**config.mk**
```make
export PLATFORM = sky130hd
export DESIGN_NAME = easy_fifo_axis_arb_flat
export DESIGN_NICKNAME = d
export VERILOG_FILES = /design/src/rtl/easy_fifo_pkg.sv /design/src/rtl/easy_fifo_axis_arb_if.sv /design/src/rtl/rr_arbiter.sv /design/src/rtl/easy_fifo_axis_arb.sv /design/src/flat_wrapper.sv
export SDC_FILE = /design/constraint.sdc
export NUM_CORES = 1
export LEC_CHECK = 0
export CAP_MARGIN = 10
export CORE_ASPECT_RATIO = 1.75
export CORE_UTILIZATION = 25
export CTS_CLUSTER_SIZE = 24
export DETAILED_ROUTE_END_ITERATION = 12
export PLACE_DENSITY = 0.58
export RECOVER_POWER = 100
export SLEW_MARGIN = 20
export SYNTH_ARGS = -nofsm -noshare
export SYNTH_HDL_FRONTEND = slang
export SYNTH_SLANG_ARGS = --single-unit
export TNS_END_PERCENT = 1
```
**constraint.sdc**
```tcl
create_clock -name clk -period 3.2 [get_ports clk]
set_clock_uncertainty 0.05 [all_clocks]
set_input_delay 0.8 -clock clk [delete_from_list [all_inputs] [get_ports clk]]
set_output_delay 0.8 -clock clk [all_outputs]
set_load 0.005 [all_outputs]
```
**src/rtl/easy_fifo_pkg.sv**
```systemverilog
// Shared types and helpers for the easy_fifo AXIS arbiter.
// Arbiter state encoding and source-index width calculation.
package easy_fifo_pkg;

  typedef enum logic {
    UNLOCKED = 1'b0,
    LOCKED   = 1'b1
  } arb_state_t;

  // Source index width: never narrower than one bit.
  function automatic int idw_calc(input int n);
    return (n > 2) ? $clog2(n) : 1;
  endfunction

endpackage

```
**src/rtl/easy_fifo_axis_arb_if.sv**
```systemverilog
// AXIS bundle between NUM_SRC sources, the arbiter and the FIFO.
// master = arbiter side, slave = sources/FIFO side.
interface easy_fifo_axis_arb_if #(
  parameter int NUM_SRC = 4,
  parameter int DWIDTH  = 32
);
  import easy_fifo_pkg::*;

  localparam int IDW = idw_calc(NUM_SRC);

  logic [NUM_SRC*DWIDTH-1:0] s_axis_tdata;
  logic [NUM_SRC-1:0]        s_axis_tvalid;
  logic [NUM_SRC-1:0]        s_axis_tlast;
  logic [NUM_SRC-1:0]        s_axis_tready;
  logic [DWIDTH-1:0]         m_axis_tdata;
  logic                      m_axis_tvalid;
  logic                      m_axis_tlast;
  logic [IDW-1:0]            m_axis_tid;
  logic                      m_axis_tready;

  modport master (
    input  s_axis_tdata,
    input  s_axis_tvalid,
    input  s_axis_tlast,
    output s_axis_tready,
    output m_axis_tdata,
    output m_axis_tvalid,
    output m_axis_tlast,
    output m_axis_tid,
    input  m_axis_tready
  );

  modport slave (
    output s_axis_tdata,
    output s_axis_tvalid,
    output s_axis_tlast,
    input  s_axis_tready,
    input  m_axis_tdata,
    input  m_axis_tvalid,
    input  m_axis_tlast,
    input  m_axis_tid,
    output m_axis_tready
  );

endinterface

```
**src/rtl/rr_arbiter.sv**
```systemverilog
// Rotating-priority pick: first requester after ptr, modulo N.
// Purely combinational.
module rr_arbiter #(
  parameter int N = 4
) (
  input  logic [N-1:0]                            req_i,
  input  logic [easy_fifo_pkg::idw_calc(N)-1:0]   ptr_i,
  output logic [easy_fifo_pkg::idw_calc(N)-1:0]   gnt_idx_o,
  output logic                                    gnt_any_o
);
  import easy_fifo_pkg::*;

  localparam int W = idw_calc(N);

  logic [W-1:0] idx;

  // Walk from farthest to nearest so the nearest requester wins.
  always_comb begin
    gnt_any_o = 1'b0;
    gnt_idx_o = '0;
    idx       = '0;
    for (int k = N; k >= 1; k--) begin
      idx = W'((int'(ptr_i) + k) % N);
      if (req_i[idx]) begin
        gnt_any_o = 1'b1;
        gnt_idx_o = idx;
      end
    end
  end

endmodule

```
**src/rtl/easy_fifo_axis_arb.sv**
```systemverilog
// Round-robin AXIS arbiter feeding one FIFO write port.
// Registered output, optional packet-level grant lock.
module easy_fifo_axis_arb #(
  parameter int NUM_SRC  = 4,
  parameter int DWIDTH   = 32,
  parameter int PKT_MODE = 1
) (
  input  logic                 clk,
  input  logic                 rst,
  easy_fifo_axis_arb_if.master bus
);
  import easy_fifo_pkg::*;

  localparam int IDW = idw_calc(NUM_SRC);

  arb_state_t        state_q;
  logic [IDW-1:0]    gnt_q;
  logic [IDW-1:0]    ptr_q;
  logic [DWIDTH-1:0] data_q;
  logic              last_q;
  logic [IDW-1:0]    id_q;
  logic              valid_q;

  logic [IDW-1:0]     rr_idx;
  logic               rr_any;
  logic [IDW-1:0]     cur;
  logic               granted;
  logic               out_free;
  logic [NUM_SRC-1:0] ready;
  logic               xfer;
  logic [DWIDTH-1:0]  cur_data;
  logic               cur_last;

  rr_arbiter #(.N(NUM_SRC)) u_rr (
    .req_i     (bus.s_axis_tvalid),
    .ptr_i     (ptr_q),
    .gnt_idx_o (rr_idx),
    .gnt_any_o (rr_any)
  );

  assign out_free = ~valid_q | bus.m_axis_tready;

  // Locked grant overrides the round-robin pick.
  always_comb begin
    cur     = rr_idx;
    granted = rr_any;
    if (state_q == LOCKED) begin
      cur     = gnt_q;
      granted = 1'b1;
    end
  end

  // One-hot ready towards the current source only.
  always_comb begin
    ready = '0;
    if (granted & out_free & ~rst) ready[cur] = 1'b1;
  end

  assign xfer = |(ready & bus.s_axis_tvalid);

  // Select the current source's beat.
  always_comb begin
    cur_data = '0;
    cur_last = 1'b0;
    for (int i = 0; i < NUM_SRC; i++) begin
      if (cur == IDW'(i)) begin
        cur_data = bus.s_axis_tdata[i*DWIDTH +: DWIDTH];
        cur_last = bus.s_axis_tlast[i];
      end
    end
  end

  // Grant FSM, round-robin pointer and output register.
  always_ff @(posedge clk or posedge rst) begin
    if (rst) begin
      state_q <= UNLOCKED;
      gnt_q   <= '0;
      ptr_q   <= IDW'(NUM_SRC - 1);
      data_q  <= '0;
      last_q  <= 1'b0;
      id_q    <= '0;
      valid_q <= 1'b0;
    end else if (xfer) begin
      data_q  <= cur_data;
      last_q  <= cur_last;
      id_q    <= cur;
      valid_q <= 1'b1;
      if (PKT_MODE != 0) begin
        if (cur_last) begin
          state_q <= UNLOCKED;
          ptr_q   <= cur;
        end else begin
          state_q <= LOCKED;
          gnt_q   <= cur;
        end
      end else begin
        ptr_q <= cur;
      end
    end else if (bus.m_axis_tready) begin
      valid_q <= 1'b0;
    end
  end

  assign bus.s_axis_tready = ready;
  assign bus.m_axis_tdata  = data_q;
  assign bus.m_axis_tlast  = last_q;
  assign bus.m_axis_tid    = id_q;
  assign bus.m_axis_tvalid = valid_q;

endmodule

```
**src/flat_wrapper.sv**
```systemverilog
// flat-port wrapper written by rule: the top's interface ports become plain ports
module easy_fifo_axis_arb_flat import easy_fifo_pkg::*;
#(
  parameter int NUM_SRC  = 4,
  parameter int DWIDTH   = 32,
  parameter int PKT_MODE = 1
)
  (clk, rst, bus_s_axis_tdata, bus_s_axis_tvalid, bus_s_axis_tlast, bus_s_axis_tready, bus_m_axis_tdata, bus_m_axis_tvalid, bus_m_axis_tlast, bus_m_axis_tid, bus_m_axis_tready);
  easy_fifo_axis_arb_if #(.NUM_SRC(NUM_SRC), .DWIDTH(DWIDTH)) bus_i ();
  input  logic clk;
  input  logic rst;
  input wire logic [$bits(bus_i.s_axis_tdata)-1:0] bus_s_axis_tdata;
  input wire logic [$bits(bus_i.s_axis_tvalid)-1:0] bus_s_axis_tvalid;
  input wire logic [$bits(bus_i.s_axis_tlast)-1:0] bus_s_axis_tlast;
  output wire logic [$bits(bus_i.s_axis_tready)-1:0] bus_s_axis_tready;
  output wire logic [$bits(bus_i.m_axis_tdata)-1:0] bus_m_axis_tdata;
  output wire logic [$bits(bus_i.m_axis_tvalid)-1:0] bus_m_axis_tvalid;
  output wire logic [$bits(bus_i.m_axis_tlast)-1:0] bus_m_axis_tlast;
  output wire logic [$bits(bus_i.m_axis_tid)-1:0] bus_m_axis_tid;
  input wire logic [$bits(bus_i.m_axis_tready)-1:0] bus_m_axis_tready;
  assign bus_i.s_axis_tdata = bus_s_axis_tdata;
  assign bus_i.s_axis_tvalid = bus_s_axis_tvalid;
  assign bus_i.s_axis_tlast = bus_s_axis_tlast;
  assign bus_s_axis_tready = bus_i.s_axis_tready;
  assign bus_m_axis_tdata = bus_i.m_axis_tdata;
  assign bus_m_axis_tvalid = bus_i.m_axis_tvalid;
  assign bus_m_axis_tlast = bus_i.m_axis_tlast;
  assign bus_m_axis_tid = bus_i.m_axis_tid;
  assign bus_i.m_axis_tready = bus_m_axis_tready;
  easy_fifo_axis_arb #(.NUM_SRC(NUM_SRC), .DWIDTH(DWIDTH), .PKT_MODE(PKT_MODE)) u_core (.clk(clk), .rst(rst), .bus(bus_i));
endmodule
```
== Word level (Yosys, flattened, before mapping) ==
Index checks and enable logic that the tools add are counted.
W data, S select, Z words.

* Bits of input ports: 139
* Output and inout bits: 40
* Register bits after elaboration: 41
* Logic and storage cells: 65

* Multiplexer cells: 32
* Order comparisons: 6
* $add $sub $neg: 4
* Bitwise operators: 7
* Reduce and logical (&&, ||, !) cells: 6
* Equal/unequal tests: 3

{| class="wikitable"
|+ Operators by type and width
! operator !! count
|-
| $mux W32 || 4
|-
| $mux W1 || 17
|-
| $lt A2 B3 Y1 const B || 5
|-
| $mux W2 || 5
|-
| $bmux W1 S2 || 4
|-
| $add A2 B1 Y2 const B || 2
|-
| $add A2 B2 Y2 const B || 2
|-
| $and A4 B4 Y4 || 1
|-
| $eq A2 B2 Y1 const B || 2
|-
| $mux W4 || 1
|-
| $reduce_and A2 Y1 || 2
|-
| $reduce_or A4 Y1 || 1
|-
| $not A1 Y1 || 3
|-
| $and A1 B1 Y1 || 2
|-
| $demux W1 S2 || 1
|-
| $eq A2 B1 Y1 const B || 1
|-
| $ge A2 B1 Y1 const B || 1
|-
| $logic_not A2 Y1 || 1
|-
| $reduce_bool A2 Y1 || 1
|-
| $logic_and A1 B1 Y1 || 1
|-
| $or A1 B1 Y1 || 1
|}

== Longest topological paths before layout ==
* Depth in word-level cells: 16
* Mapped depth: 11
* Mapped depth without buffers: 7

== Hierarchy ==
A second synthesis with hierarchy kept.

* Cells, all modules: 412
* Area total of the unflattened synthesis: 2785.2 µm²

{| class="wikitable"
|+ Modules (own cells, without submodules)
! module !! area each (µm²) !! seq. area each (µm²) !! times used !! cells an instance
|-
| easy_fifo_axis_arb || 2693.8 || 1028.5 || 1 || 398
|-
| rr_arbiter || 91.3 || 0.0 || 1 || 14
|}

== Least setup slack after synthesis ==
OpenSTA, ideal clock, no wires.

* Kind: input port to output port
* Start: input port rst
* End: output port bus_s_axis_tready[0]
* Buffers on the path: 0
* Stages: 5
* Setup slack: 52 ps
* Arrival: 2298 ps
* Required time: 2350 ps
* Cells stage by stage: inv_1 nand2_1 a21oi_1 nand2_1 nor2b_1

* Longest elaborated chain between the ends: 3

{| class="wikitable"
|+ RTL lines
! item !! RTL line !! source
|-
| start: declaration || flat_wrapper.sv:11 || <nowiki>input logic rst;</nowiki>
|-
| $not A1 Y1 || easy_fifo_axis_arb.sv:56 || <nowiki>if (granted & out_free & ~rst) ready[cur] = 1'b1;</nowiki>
|-
| $and A1 B1 Y1 || easy_fifo_axis_arb.sv:56 ||
|-
| $mux W4 || easy_fifo_axis_arb.sv:56 ||
|-
| end: declaration || flat_wrapper.sv:15 || <nowiki>output wire logic [$bits(bus_i.s_axis_tready)-1:0] bus_s_axis_tready;</nowiki>
|}

No other way between the ends.

== Worst setup path in the final report ==
* Start: input port bus_s_axis_tvalid[3]
* End: output port bus_s_axis_tready[3]

* Longest elaborated chain between the ends: 12
* Elaborated cells between the ends (all ways): 26
* Those cells by class: 2 x order compare; 21 x mux; 2 x bitwise; 1 x reduce/logical

{| class="wikitable"
|+ RTL lines
! item !! RTL line !! source
|-
| start: declaration || flat_wrapper.sv:13 || <nowiki>input wire logic [$bits(bus_i.s_axis_tvalid)-1:0] bus_s_axis_tvalid;</nowiki>
|-
| $bmux W1 S2 || rr_arbiter.sv:24 || <nowiki>if (req_i[idx]) begin</nowiki>
|-
| $mux W1 (implied by the code) || rr_arbiter.sv:24 ||
|-
| $mux W2 (4 in series) || rr_arbiter.sv:24 ||
|-
| $mux W2 || easy_fifo_axis_arb.sv:47 || <nowiki>if (state_q == LOCKED) begin</nowiki>
|-
| $lt A2 B3 Y1 (implied by the code) or $ge A2 B1 Y1 (tied branches) || easy_fifo_axis_arb.sv:56 ||
|-
| $logic_and A1 B1 Y1 (implied by the code) || easy_fifo_axis_arb.sv:56 ||
|-
| $mux W1 (implied by the code) || easy_fifo_axis_arb.sv:56 ||
|-
| $demux W1 S2 || -- ||
|-
| $mux W4 * || easy_fifo_axis_arb.sv:56 ||
|}

Mark *: on every way between the ends. The rest lies on a longest branch, timed or not. The select of a mux whose other input is x is not followed.

==> results.py <==
metrics = {
    "run_status": {
        "status": "finished clean",
    },
    "finish": {
        "syn_to_final_growth_pct": 80.0,
        "drive_above_1_share_pct": 7.43,
        "final_util_pct": 46.2,
        "final_nets": 730,
        "fin_area_um2": 4980,
    },
    "worst_hold_path": {
        "hold_start": "u_core.bus.m_axis_tdata[8]",
        "min_path_cells": 2,
        "holdCritPathClass": "reg -> reg",
    },
    "worst_setup_path": {
        "crit_chain": "dlygate4sd2_1, mux2i_1, o221ai_2, o32ai_4, buf_4, nor3_1, dlygate4sd2_1",
        "endpoint_kind": "output pin",
        "cpPeakStageDelay_ns": 0.40,
        "cp.depth": 7,
        "crit_path_top_delay_cell": "o32ai_4",
        "reg2regPathDepth": 8,
        "setup.worst_path.class": "in -> out",
        "cp.required_ns": 2.35,
        "crit_start": "bus_s_axis_tvalid[3]",
        "worstSetupStartpointType": "primary input",
        "critPathMostFrequentCell": "dlygate4sd2_1",
        "crit_arrival_ns": 2.27,
        "critPathTopFamily": "buffers and inverters",
        "path_buf_inv": 3,
        "rr_startpoint": "u_core.ptr_q[1]",
        "critPathMaxFanout": 5,
    },
    "sta": {
        "maxSlewViolCount": 0,
        "fmax_mhz": 321,
        "hold_violations": 0,
        "setup_violations": 0,
        "post-route-period-util_pct": 97.5,
        "rsz0062_at_grt": "true",
        "relSlewSlack_pct": 17.0,
        "tns_ns": 0,
        "worstMarginPinSlew_ns": 1.25,
        "finalCriticalPeriod_ns": 3.12,
        "setup_ws_ns": 0.0809,
    },
    "placement": {
        "dpl_worst_slack_ns": -0.484,
        "dpl_cell_area_um2": 4760,
        "io_buffers": 178,
        "dp_hpwl_mm": 7.80,
        "place_congestion": 0.870,
    },
    "yosys": {
        "synth_area_um2": 2770,
        "yosys.area.top_type": "dfrtp_1",
        "syn-mean-instance-area_um2": 6.68,
        "synth_cell_types": 33,
        "synthTopCellsByArea": "dfrtp_1 (35%), nand2_1 (14%), nor2_1 (13%), o21ai_0 (12%), nand3_1 (6.0%)",
        "ys.warnings.count": 0,
        "syn_inst": 414,
        "ys_seq_elements": 41,
        "yosysSeqAreaShare_pct": 37.2,
        "synth_fp_nets": 553,
        "synth_top_area_share_pct": 35.3,
    },
    "global_route": {
        "gr-total-overflow": 0,
        "grtUsageTotal_pct": 18.2,
        "grt_pass1_vias": 3252,
        "grt_pass1_wl_mm": 15.8,
        "grt_max_degree": 67,
        "antenna_found_initial": 1,
    },
    "floorplanning": {
        "dieArea_um2": 11500,
        "fp.dieW_um": 81.5,
        "fp.dieH_um": 141,
        "ios": 179,
        "start_util_pct": 25.7,
        "fp.coreArea_um2": 10800,
        "std_cell_rows": 50,
    },
    "detailed_routing": {
        "ant_nets": 0,
        "route.met2.wl_mm": 5.64,
        "routed.top_layer": "met4",
        "via_count": 3316,
        "drt-met1-wl_mm": 3.68,
        "vias_per_cell": 4.59,
        "wl_met3_um": 531,
        "drc": 0,
        "wire_per_inst_um": 14.1,
        "wl_mm": 10.2,
        "drt_pass1_iterations": 4,
        "initialDrtViolationCount": 121,
    },
    "clocking": {
        "numClockSinks": 41,
        "cts_tree": "done",
        "ctsHoldBuffers": 0,
        "clockRootBuffer": "clkbuf_16",
        "cts_made_buffers": 5,
        "insertion_delay_ns": 0.28,
        "htreeDepth": 2,
        "clk_transition_reported_paths_ns": 0.06,
        "clockBufferDepth": 2,
    },
    "power_and_ir_drop": {
        "leakagePower_nw": 2.17,
        "finalPower_mw": 4.05,
        "intPower_mw": 2.31,
        "p_sw_mw": 1.75,
        "clockPowerShare_pct": 13.9,
        "pwr_density_cell_nw_per_um2": 815,
        "switching_share_pct": 43.1,
        "sequentialPowerShare_pct": 23.4,
        "vdd_ir_drop_max_mv": 1.11,
        "power_frac_comb_pct": 62.7,
    },
    "run": {
        "max_cap_viol_count": 0,
    },
}
[metal layers]
metal  vias to the layer above  global-route usage (%)
li1                       1712                       -
met1                      1480                    18.6
met2                       103                    34.0
met3                        21                    3.17
met4                         0                    8.83
met5                         -                       0
[cells in the mapped netlist (all sizes together)]
| master | n |
|---|---|
| a21o | 1 |
| a21oi | 7 |
| a221o | 1 |
| a221oi | 1 |
| and2 | 1 |
| and3 | 1 |
| buf | 16 |
| clkbuf | 15 |
| dfrtp | 39 |
| dfstp | 2 |
| inv | 5 |
| mux2 | 3 |
| mux2i | 6 |
| mux4 | 1 |
| nand2 | 102 |
| nand2b | 3 |
| nand3 | 33 |
| nor2 | 100 |
| nor2b | 1 |
| nor3 | 3 |
| nor3b | 1 |
| o21ai | 67 |
| o221ai | 1 |
| o22ai | 1 |
| o31ai | 2 |
| o32ai | 1 |
[layout by cell type (no fill, tap or decap), types with 3 or more instances in the layout]
| master | count |
|---|---|
| dlygate4sd2_1 | 7 |
| dfrtp_1 | 39 |
| inv_1 | 5 |
| dlygate4sd3_1 | 37 |
| buf_4 | 17 |
| a21oi_1 | 6 |
| clkbuf_1 | 3 |
| mux2i_1 | 6 |
| nand2b_1 | 3 |
| nor2_1 | 98 |
| clkbuf_16 | 5 |
| o21ai_0 | 65 |
| nand2_1 | 101 |
| nand3_1 | 33 |
| clkdlybuf4s50_1 | 133 |
[worst reg2reg max path, stage by stage, from the launching register on]
cell and delay, ns:
dfstp_2 0.62, mux2i_1 0.24, o221ai_2 0.14, o32ai_4 0.40, buf_6 0.35, mux4_2 0.38, nand2_1 0.25, buf_12 0.23
o21ai_0 0.13
[stage by stage]
step,hold slack (ns),instances
after CTS,0.433,723
after floorplan,0.421,414
after global placement,0.412,712
after global routing,0.451,723
after detailed placement,0.420,712
final,0.421,723
[path summary, 6_finish.rpt]
kind	slack (ns)	endpoint
worst max-delay path	0.08	bus_s_axis_tready[3]
worst min-delay path	0.42	u_core.bus.m_axis_tdata[8]
worst max register to register	0.28	u_core.bus.m_axis_tdata[10]
worst min register to register	0.42	u_core.bus.m_axis_tdata[8]
max in group asynchronous	0.98	u_core.bus.m_axis_tdata[25]
min in group asynchronous	1.26	u_core.bus.m_axis_tdata[18]
[cells by family after synthesis]
kind of cell,Yosys count,synth area share [%]
AO/OA/AOI/OAI,82,16.4
buffers and inverters,36,6.11
flip-flops,41,37.2
multiplexers,10,4.34
AND/OR/NAND/NOR,245,35.9
[power by group through the flow]
stage | clock network [mW] | logic, mW | registers (mW)
2_1_floorplan | 0 | 1.50 | 0.955
3_3_place_gp | 0 | 2.61 | 0.954
3_5_place_dp | 0 | 2.64 | 0.961
4_1_cts | 0.585 | 2.69 | 0.961
5_1_grt | 0.603 | 2.87 | 0.986
6_report | 0.562 | 2.54 | 0.949
[registers in the layout, indices dropped and copies added (netlist names)]
name	count
u_core.bus.m_axis_tid	2
u_core.bus.m_axis_tlast	1
u_core.bus.m_axis_tvalid	1
u_core.bus.m_axis_tdata	32
u_core.gnt_q	2
u_core.ptr_q	2
u_core.state_q	1
[final cells by class]
type / count / area (um2)
timing repair buffer: 201 / 1970
sequential: 41 / 1030
fill: 1103 / 5780
inverter: 5 / 18.8
clock inverter: 2 / 35.0
antenna: 1 / 2.50
tap: 130 / 163
multi-input combinational: 337 / 1630
clock buffer: 6 / 129
[repair_timing]
action | in CTS | in global routing
setup endpoints to repair | 44 | 36
setup buffers | 3 | 0
resized for setup | 21 | 2
pin swaps | 5 | 0
endpoints found under the hold margin | 0 | 0
Note: power is estimated with default switching activity, not from simulation.
